File: src/rtl/dtcm_arbiter_pkg.sv
// Shared types and constants for the DTCM arbiter: FSM states, read-data
// owner flag and the DMA burst request record.
package dtcm_arb_pkg;

  typedef enum logic [1:0] {
    ARB_IDLE,
    ARB_BURST,
    ARB_DRAIN
  } arb_state_e;

  typedef enum logic {
    OWN_CPU,
    OWN_DMA
  } owner_e;

  localparam int STARVE_MAX_DEF = 8;
  // Widest burst length field supported; narrower LEN_W is zero-extended into it.
  localparam int REQ_LEN_MAX_W  = 8;

  typedef struct packed {
    logic                     write;
    logic [31:0]              addr;
    logic [REQ_LEN_MAX_W-1:0] len;
  } dma_req_t;

  function automatic logic [31:0] word_align(input logic [31:0] a);
    return a & 32'hFFFF_FFFC;
  endfunction

endpackage

File: src/rtl/dtcm_arbiter_if.sv
// Bus bundle between the arbiter and its neighbours: CPU load/store port,
// DMA burst port and the DTCM macro port.
interface dtcm_arb_if #(parameter int LEN_W = 4);
  logic             cpu_en;
  logic [3:0]       cpu_wen;
  logic [31:0]      cpu_addr;
  logic [31:0]      cpu_wdata;
  logic [31:0]      cpu_rdata;
  logic             cpu_stall;
  logic             dma_req_valid;
  logic             dma_req_ready;
  logic             dma_req_write;
  logic [31:0]      dma_req_addr;
  logic [LEN_W-1:0] dma_req_len;
  logic [31:0]      dma_wdata;
  logic             dma_wbeat;
  logic [31:0]      dma_rdata;
  logic             dma_rvalid;
  logic             dma_done;
  logic             dtcm_en;
  logic [3:0]       dtcm_wen;
  logic [31:0]      dtcm_addr;
  logic [31:0]      dtcm_wdata;
  logic [31:0]      dtcm_rdata;

  modport slave (
    input  cpu_en, cpu_wen, cpu_addr, cpu_wdata,
    output cpu_rdata, cpu_stall,
    input  dma_req_valid, dma_req_write, dma_req_addr, dma_req_len, dma_wdata,
    output dma_req_ready, dma_wbeat, dma_rdata, dma_rvalid, dma_done,
    output dtcm_en, dtcm_wen, dtcm_addr, dtcm_wdata,
    input  dtcm_rdata
  );

  modport master (
    output cpu_en, cpu_wen, cpu_addr, cpu_wdata,
    input  cpu_rdata, cpu_stall,
    output dma_req_valid, dma_req_write, dma_req_addr, dma_req_len, dma_wdata,
    input  dma_req_ready, dma_wbeat, dma_rdata, dma_rvalid, dma_done,
    input  dtcm_en, dtcm_wen, dtcm_addr, dtcm_wdata,
    output dtcm_rdata
  );
endinterface

File: src/rtl/dtcm_arbiter_addr_gen.sv
// DMA burst address generator: latches base and length on the request
// handshake, then steps one word per granted beat.
module dma_addr_gen
  import dtcm_arb_pkg::*;
#(
  parameter int LEN_W = 4
) (
  input  logic                     clk,
  input  logic                     reset_n,
  input  logic                     load,
  input  logic [31:0]              base,
  input  logic [REQ_LEN_MAX_W-1:0] len,
  input  logic                     adv,
  output logic [31:0]              beat_addr,
  output logic                     last_beat
);

  logic [LEN_W-1:0]         beat_q, beat_d;
  logic [31:0]              base_q, base_d;
  logic [REQ_LEN_MAX_W-1:0] len_q, len_d;

  always_comb begin
    beat_d = beat_q;
    base_d = base_q;
    len_d  = len_q;
    if (load) begin
      beat_d = '0;
      base_d = word_align(base);
      len_d  = len;
    end else if (adv) begin
      beat_d = beat_q + 1'b1;
    end
  end

  always_ff @(posedge clk or negedge reset_n) begin
    if (!reset_n) beat_q <= '0;
    else          beat_q <= beat_d;
  end

  always_ff @(posedge clk) begin
    base_q <= base_d;
    len_q  <= len_d;
  end

  // 32-bit add wraps naturally past 0xFFFF_FFFC.
  assign beat_addr = base_q + 32'({beat_q, 2'b00});
  assign last_beat = (REQ_LEN_MAX_W'(beat_q) == len_q);

endmodule

File: src/rtl/dtcm_arbiter.sv
// Single-port DTCM arbiter: CPU has fixed priority, DMA bursts fill idle
// slots, and a starvation counter forces a DMA slot after STARVE_MAX losses.
module dtcm_arbiter
  import dtcm_arb_pkg::*;
#(
  parameter int STARVE_MAX = STARVE_MAX_DEF,
  parameter int LEN_W      = 4
) (
  input  logic       clk,
  input  logic       reset_n,
  dtcm_arb_if.slave  bus
);

  arb_state_e state_q, state_d;
  logic [7:0] starve_q, starve_d;
  owner_e     owner_q, owner_d;
  logic       wr_q, wr_d;

  dma_req_t    req;
  logic        in_burst, starved, dma_grant, hs, last_beat;
  logic [31:0] beat_addr;

  always_comb begin
    req.write = bus.dma_req_write;
    req.addr  = bus.dma_req_addr;
    req.len   = REQ_LEN_MAX_W'(bus.dma_req_len);
  end

  assign in_burst  = (state_q == ARB_BURST);
  assign starved   = (starve_q == 8'(STARVE_MAX));
  assign dma_grant = in_burst && (!bus.cpu_en || starved);
  assign hs        = (state_q == ARB_IDLE) && bus.dma_req_valid;

  dma_addr_gen #(.LEN_W(LEN_W)) u_addr_gen (
    .clk       (clk),
    .reset_n   (reset_n),
    .load      (hs),
    .base      (req.addr),
    .len       (req.len),
    .adv       (dma_grant),
    .beat_addr (beat_addr),
    .last_beat (last_beat)
  );

  always_comb begin
    state_d = state_q;
    wr_d    = wr_q;
    case (state_q)
      ARB_IDLE: begin
        if (hs) begin
          state_d = ARB_BURST;
          wr_d    = req.write;
        end
      end
      ARB_BURST: if (dma_grant && last_beat) state_d = ARB_DRAIN;
      ARB_DRAIN: state_d = ARB_IDLE;
      default:   state_d = ARB_IDLE;
    endcase

    starve_d = (!in_burst || dma_grant) ? 8'd0 : starve_q + 8'd1;
    // Only DMA read beats hand the returning data to the DMA side.
    owner_d  = (dma_grant && !wr_q) ? OWN_DMA : OWN_CPU;
  end

  always_ff @(posedge clk or negedge reset_n) begin
    if (!reset_n) begin
      state_q  <= ARB_IDLE;
      starve_q <= 8'd0;
      owner_q  <= OWN_CPU;
      wr_q     <= 1'b0;
    end else begin
      state_q  <= state_d;
      starve_q <= starve_d;
      owner_q  <= owner_d;
      wr_q     <= wr_d;
    end
  end

  always_comb begin
    bus.dma_req_ready = (state_q == ARB_IDLE);
    bus.dma_done      = (state_q == ARB_DRAIN);
    bus.dma_rvalid    = (owner_q == OWN_DMA);
    bus.dma_rdata     = bus.dtcm_rdata;
    bus.cpu_rdata     = bus.dtcm_rdata;
    bus.cpu_stall     = in_burst && bus.cpu_en && starved;
    bus.dma_wbeat     = dma_grant && wr_q;

    bus.dtcm_en    = bus.cpu_en;
    bus.dtcm_wen   = bus.cpu_wen;
    bus.dtcm_addr  = bus.cpu_addr;
    bus.dtcm_wdata = bus.cpu_wdata;
    if (dma_grant) begin
      bus.dtcm_en    = 1'b1;
      bus.dtcm_wen   = wr_q ? 4'hF : 4'h0;
      bus.dtcm_addr  = beat_addr;
      bus.dtcm_wdata = bus.dma_wdata;
    end
  end

endmodule
File: src/flat_wrapper.sv
// flat-port wrapper written by rule: the top's interface ports become plain ports
module dtcm_arbiter_flat import dtcm_arb_pkg::*;
#(
  parameter int STARVE_MAX = STARVE_MAX_DEF,
  parameter int LEN_W      = 4
)
  (clk, reset_n, bus_cpu_en, bus_cpu_wen, bus_cpu_addr, bus_cpu_wdata, bus_cpu_rdata, bus_cpu_stall, bus_dma_req_valid, bus_dma_req_write, bus_dma_req_addr, bus_dma_req_len, bus_dma_wdata, bus_dma_req_ready, bus_dma_wbeat, bus_dma_rdata, bus_dma_rvalid, bus_dma_done, bus_dtcm_en, bus_dtcm_wen, bus_dtcm_addr, bus_dtcm_wdata, bus_dtcm_rdata);
  dtcm_arb_if #(.LEN_W(LEN_W)) bus_i ();
  input  logic clk;
  input  logic reset_n;
  input wire logic [$bits(bus_i.cpu_en)-1:0] bus_cpu_en;
  input wire logic [$bits(bus_i.cpu_wen)-1:0] bus_cpu_wen;
  input wire logic [$bits(bus_i.cpu_addr)-1:0] bus_cpu_addr;
  input wire logic [$bits(bus_i.cpu_wdata)-1:0] bus_cpu_wdata;
  output wire logic [$bits(bus_i.cpu_rdata)-1:0] bus_cpu_rdata;
  output wire logic [$bits(bus_i.cpu_stall)-1:0] bus_cpu_stall;
  input wire logic [$bits(bus_i.dma_req_valid)-1:0] bus_dma_req_valid;
  input wire logic [$bits(bus_i.dma_req_write)-1:0] bus_dma_req_write;
  input wire logic [$bits(bus_i.dma_req_addr)-1:0] bus_dma_req_addr;
  input wire logic [$bits(bus_i.dma_req_len)-1:0] bus_dma_req_len;
  input wire logic [$bits(bus_i.dma_wdata)-1:0] bus_dma_wdata;
  output wire logic [$bits(bus_i.dma_req_ready)-1:0] bus_dma_req_ready;
  output wire logic [$bits(bus_i.dma_wbeat)-1:0] bus_dma_wbeat;
  output wire logic [$bits(bus_i.dma_rdata)-1:0] bus_dma_rdata;
  output wire logic [$bits(bus_i.dma_rvalid)-1:0] bus_dma_rvalid;
  output wire logic [$bits(bus_i.dma_done)-1:0] bus_dma_done;
  output wire logic [$bits(bus_i.dtcm_en)-1:0] bus_dtcm_en;
  output wire logic [$bits(bus_i.dtcm_wen)-1:0] bus_dtcm_wen;
  output wire logic [$bits(bus_i.dtcm_addr)-1:0] bus_dtcm_addr;
  output wire logic [$bits(bus_i.dtcm_wdata)-1:0] bus_dtcm_wdata;
  input wire logic [$bits(bus_i.dtcm_rdata)-1:0] bus_dtcm_rdata;
  assign bus_i.cpu_en = bus_cpu_en;
  assign bus_i.cpu_wen = bus_cpu_wen;
  assign bus_i.cpu_addr = bus_cpu_addr;
  assign bus_i.cpu_wdata = bus_cpu_wdata;
  assign bus_cpu_rdata = bus_i.cpu_rdata;
  assign bus_cpu_stall = bus_i.cpu_stall;
  assign bus_i.dma_req_valid = bus_dma_req_valid;
  assign bus_i.dma_req_write = bus_dma_req_write;
  assign bus_i.dma_req_addr = bus_dma_req_addr;
  assign bus_i.dma_req_len = bus_dma_req_len;
  assign bus_i.dma_wdata = bus_dma_wdata;
  assign bus_dma_req_ready = bus_i.dma_req_ready;
  assign bus_dma_wbeat = bus_i.dma_wbeat;
  assign bus_dma_rdata = bus_i.dma_rdata;
  assign bus_dma_rvalid = bus_i.dma_rvalid;
  assign bus_dma_done = bus_i.dma_done;
  assign bus_dtcm_en = bus_i.dtcm_en;
  assign bus_dtcm_wen = bus_i.dtcm_wen;
  assign bus_dtcm_addr = bus_i.dtcm_addr;
  assign bus_dtcm_wdata = bus_i.dtcm_wdata;
  assign bus_i.dtcm_rdata = bus_dtcm_rdata;
  dtcm_arbiter #(.STARVE_MAX(STARVE_MAX), .LEN_W(LEN_W)) u_core (.clk(clk), .reset_n(reset_n), .bus(bus_i));
endmodule
File: config.mk
export PLATFORM = sky130hd
export DESIGN_NAME = dtcm_arbiter_flat
export DESIGN_NICKNAME = d
export VERILOG_FILES = /design/src/rtl/dtcm_arbiter_pkg.sv /design/src/rtl/dtcm_arbiter_if.sv /design/src/rtl/dtcm_arbiter_addr_gen.sv /design/src/rtl/dtcm_arbiter.sv /design/src/flat_wrapper.sv
export SDC_FILE = /design/constraint.sdc
export NUM_CORES = 1
export LEC_CHECK = 0
export CORE_AREA = 2 2 122 124
export CTS_BUF_LIST = sky130_fd_sc_hd__clkbuf_2 sky130_fd_sc_hd__clkbuf_4 sky130_fd_sc_hd__clkbuf_8
export DETAILED_ROUTE_END_ITERATION = 12
export DIE_AREA = 0 0 124 126
export GPL_TIMING_DRIVEN = 0
export PLACE_DENSITY_LB_ADDON = 0.12
export REMOVE_ABC_BUFFERS = 1
export SLEW_MARGIN = 20
export SYNTH_ARGS = -nofsm -noshare
export SYNTH_HDL_FRONTEND = slang
export SYNTH_SLANG_ARGS = --single-unit
File: constraint.sdc
create_clock -name clk -period 8.06 [get_ports clk]
set_clock_uncertainty 0.1 [all_clocks]
set_input_delay 1.612 -clock clk [delete_from_list [all_inputs] [get_ports clk]]
set_output_delay 1.612 -clock clk [all_outputs]
set_load 0.05 [all_outputs]
# Word-level counts from Yosys, hierarchy flattened
# Cells that the tools add are included.
dict set report op_classes {
  addsub 3
  mul 0
  div 0
  order_cmp 0
  n_eq_ne 6
  shifts 0
  muxes 12
  bitwise 0
  reduce_logical 16
}
# cell n
set ops {}
lappend ops {{32-bit two-way mux} 2}
lappend ops {{32-bit by 6-bit adder with 32-bit output} 1}
lappend ops {{4-bit two-way mux} 4}
lappend ops {{8-bit by 1-bit adder with 8-bit output (second input constant)} 1}
lappend ops {{8-bit by 4-bit equality test with 1-bit output (second input constant)} 1}
lappend ops {{8-bit two-way mux} 1}
lappend ops {{1-bit logical AND} 7}
lappend ops {{4-bit by 1-bit adder with 4-bit output (second input constant)} 1}
lappend ops {{4-bit equality test} 1}
lappend ops {{2-bit two-way mux} 2}
lappend ops {{2-bit one-hot mux with 2 select lines} 1}
lappend ops {{2-bit AND reduction} 2}
lappend ops {{1-bit logical NOT} 3}
lappend ops {{2-bit by 1-bit equality test with 1-bit output (second input constant)} 1}
lappend ops {{2-bit equality test (second input constant)} 1}
lappend ops {{2-bit logical NOT} 1}
lappend ops {{1-bit logical OR} 2}
lappend ops {{1-bit two-way mux} 2}
lappend ops {{2-bit by 1-bit != test with 1-bit output (second input constant)} 1}
lappend ops {{2-bit != test (second input constant)} 1}
lappend ops {{2-bit nonzero test} 1}
dict set report totals {
  ff_bits 50
  latch_bits 0
  ram_bits 0
  rom_bits 0
  in_bits 173
  output_inout_bits 138
  word_cells 44
  n_memories 0
}

# Logic depth before layout (Yosys ltp)
# Gate-level depths: netlist of run 1.
dict set report logic_depth {
  word_depth 6
  ltp_mapped 9
  mapped_depth_nobuf 7
}

# By module
# From an unflattened synthesis of run 1, not the netlist that was laid out.
dict set report hier_totals {
  hier_cells 362
  area_unflattened_um2 4254.1
}
# module n_inst cells_each area_per_inst_um2 seq_area_each_um2
set modules_own_cells {}
lappend modules_own_cells {dtcm_arbiter 1 200 2148.3 300.3}
lappend modules_own_cells {dma_addr_gen 1 162 2105.8 1241.2}

# Least setup slack after synthesis of run 1
# OpenSTA, ideal clock, no wires.
dict set report synth_path {
  path_type {input port to output port}
  startpoint {in bus_cpu_en}
  endpoint {out bus_dtcm_addr[6]}
  arrival_time_ns 3.294
  slack_ns 3.054
  path_stages 5
  n_path_buf 1
  cell_sequence {inv_1 -> a31oi_2 -> nand2b_1 -> buf_2 -> o31ai_1}
}
dict set report synth_via {
  elab_chain_len 4
}
# item line_no
set synth_rtl {}
lappend synth_rtl {{from (decl)} flat_wrapper.sv:11} ;# input wire logic [$bits(bus_i.cpu_en)-1:0] bus_cpu_en;
lappend synth_rtl {{1-bit logical NOT} dtcm_arbiter.sv:31} ;# assign dma_grant = in_burst && (!bus.cpu_en || starved);
lappend synth_rtl {{1-bit logical OR} dtcm_arbiter.sv:31}
lappend synth_rtl {{1-bit logical AND} dtcm_arbiter.sv:31}
lappend synth_rtl {{32-bit two-way mux} dtcm_arbiter.sv:92} ;# if (dma_grant) begin
lappend synth_rtl {{to (decl)} flat_wrapper.sv:29} ;# output wire logic [$bits(bus_i.dtcm_addr)-1:0] bus_dtcm_addr;
# Every way passes these cells.

# Final worst setup path of run 1
dict set report layout_path {
  startpoint {in bus_cpu_en}
  endpoint {out bus_dtcm_addr[8]}
}
# The elaborated chain is that of the path after synthesis.

==> results of run 1 <==
[report_power, final]
| group | leakage, nW | total [mW] | internal (mW) | switching [mW] |
|---|---|---|---|---|
| sequential | 0.514 | 0.362 | 0.319 | 0.0430 |
| clock | 0.0460 | 0.147 | 0.0633 | 0.0832 |
| combinational | 1.70 | 0.973 | 0.353 | 0.620 |
[metal layers]
layer	wire, um	vias to the layer above	GRT usage [%]
li1	-	1714	-
met1	5460	1485	19.0
met2	5580	232	23.3
met3	2220	12	11.1
met4	121	4	3.17
met5	63	-	4.93
[state kept, by name (all words and copies together) (netlist names)]
register                  count
u_core.state_q                2
u_core.starve_q               8
u_core.wr_q                   1
u_core.bus.dma_rvalid         1
u_core.u_addr_gen.len_q       4
u_core.u_addr_gen.beat_q      4
u_core.u_addr_gen.base_q     30
[final timing paths]
check,startpoint,to,slack (ns)
setup / recovery,bus_cpu_en,bus_dtcm_addr[8],2.13
hold / removal,u_core.wr_q,u_core.bus.dma_rvalid,0.35
setup reg to reg,u_core.starve_q[0],u_core.bus.dma_rvalid,5.92
hold reg to reg,u_core.wr_q,u_core.bus.dma_rvalid,0.35
max in group asynchronous,reset_n,u_core.u_addr_gen.beat_q[3],5.74
min in group asynchronous,reset_n,u_core.starve_q[3],1.64
[critical path, stage by stage]
cell             delay [ns]
clkdlybuf4s50_1        0.49
inv_1                  0.08
a31oi_2                0.29
nand2b_4               0.43
buf_12                 0.28
nand2_1                0.08
o21ai_1                0.09
clkdlybuf4s50_1        0.83
[placed cells by master, fill, tap and decap left out, types with 3 or more instances in the layout]
cell type	instances
a31oi_1	3
and2_1	3
and3_1	7
and4_1	4
clkbuf_8	5
clkdlybuf4s50_1	212
dfrtp_1	16
edfxtp_1	34
ha_1	7
inv_1	6
nand2_1	144
nand3_1	20
nand4_1	10
nor2_1	19
nor3_1	3
o21ai_0	5
o21ai_1	23
or3_1	3
xnor2_1	14
xor2_1	23
[kinds of logic after synthesis]
group / share of synthesized area, %
simple gates: 27.6
buf+inv: 16.0
flops: 38.0
compound gates: 6.05
xor+xnor: 8.66
fa+ha+maj: 2.88
mux: 0.870
[final cells by class]
cell class	instances	area (um2)	share of cell area [%]
inverters	6	22.5	0.396
clock buffers	6	76.3	1.34
multi-input cells	314	1730	30.4
well taps	184	230	4.05
flip-flops and latches	50	1420	25.0
clock inverters	2	8.76	0.154
repair buffers	216	2200	38.6
[metrics by stage]
stage | cell area, um2 | cells | hold slack, ns
2_1_floorplan | 3170 | 370 | 0.321
3_3_place_gp | 5520 | 766 | 0.336
3_5_place_dp | 5580 | 769 | 0.342
4_1_cts | 5670 | 777 | 0.356
5_1_grt | 5690 | 778 | 0.385
6_report | 5690 | 778 | 0.353
==> impl_metrics.tcl, run 1 <==
set metrics [dict create \
    post-route-drc-count 0 \
    die_h_um 126 \
    antenna_found_initial 0 \
    start_kind "input pin" \
    path_max_fanout 58 \
    synth_seq_cells 50 \
    cp_data_arrival_time_ns 4.22 \
    coreArea_um2 14300 \
    yosysTopAreaCell "edfxtp_1" \
    die_w_um 124 \
    area_growth_pct 52.0 \
    post_cts_buffers 0 \
    ys_seq_area_share_pct 38.0 \
    clk_latency_ns 0.31 \
    synth_enable_flop_cells 34 \
    ant_nets 0 \
    timing.fmax_mhz 169 \
    clk_pin_slew_ns 0.09 \
    rsz0062_at_grt "no" \
    clk_path_buf_depth 2 \
    synth_area_leaders "edfxtp_1, nand2_1, buf_4, dfrtp_1, xor2_1" \
    cts.sinks 50 \
    wl_mm 13.4 \
    power_mw 1.48 \
    grt_pass1_wl_mm 18.5 \
    synth_top_cell_area_share_pct 27.3 \
    finalHoldViolCount 0 \
    die_area_um2 15600 \
    synthCells 452 \
    period_needed_ns 5.93 \
    final_util_pct 39.7 \
    syn_avg_cell_area_um2 8.28 \
    portBuffers 212 \
    synth_flop_cell "edfxtp_1" \
    cts_hold_buf 0 \
    nFillCells 1427 \
    drt_first_pass_iters 4 \
    hpwl_mm 10.7 \
    wire_per_inst_um 17.3 \
    maxCapViolCount 0 \
    grt_pass1_vias 3252 \
    num_io_pins 311 \
    yosysMostFrequentCell "nand2_1" \
    fin_setup_tns_ns 0 \
    num_vias 3447 \
    grt_start_max_net_pins 59 \
    worst-setup-path-type "input pin to output pin" \
    hold_depth 1 \
    gpl.final_weighted_congestion 0.712 \
    status "finished, final reports clean" \
    cts_buffers 5 \
    via_per_inst 4.43 \
    clock-root-buffer "clkbuf_8" \
    htreeDepth 2 \
    ir_worst_vdd_mv 0.161 \
    period_share_pct 73.6 \
    finalNetCount 774 \
    leakagePower_nw 2.25 \
    drive_gt1_share_pct 3.87 \
    hold_class "flip-flop to flip-flop" \
    initial_utilization_pct 26.1 \
    n_antenna_cell 0 \
    cts_tree "built" \
    drt_iter0_drc 154 \
    worst_pin_slew_ns 0.754 \
    cellPowerDensity_nw_per_um2 261 \
    finalMaxSlewViolations 0 \
    rows 44 \
    fin_ws_ns 2.13 \
    cp.required_ns 6.35 \
    synth_commonest_cells "nand2_1, buf_4, edfxtp_1" \
    place_ws_ns 1.98 \
    grt_remaining_overflow 0 \
    reg2reg_depth 7 \
    grt_usage_pct 16.0 \
    syn_area_um2 3740 \
    yosys_warnings 0 \
    post_cts_resized 0 \
    max-slew-margin-rel_pct 49.6 \
    setup_viol_count_final 0 \
    cp-end-kind "output pin" \
    ys_types 41 \
    async_reset_ff_share_pct 32.0 \
]
(Power assumes the default switching activity.)
==> run 2: changes to the inputs <==
==> constraint.sdc (replaced) <==
create_clock -name clk -period 6.1 [get_ports clk]
set_clock_uncertainty 0.1 [all_clocks]
set_input_delay 1.22 -clock clk [delete_from_list [all_inputs] [get_ports clk]]
set_output_delay 1.22 -clock clk [all_outputs]
set_load 0.05 [all_outputs]
==> results of run 2 <==
The final DEF is identical to that of run 1. Status: finished, final reports clean.
Among the figures that moved: setup slack after placement 1.98 ns -> 0.801 ns; setup slack after layout 2.13 ns -> 0.951 ns; register-to-register setup slack 5.92 ns -> 3.96 ns; total power 1.48 mW -> 1.96 mW; worst IR drop on VDD 0.161 mV -> 0.212 mV
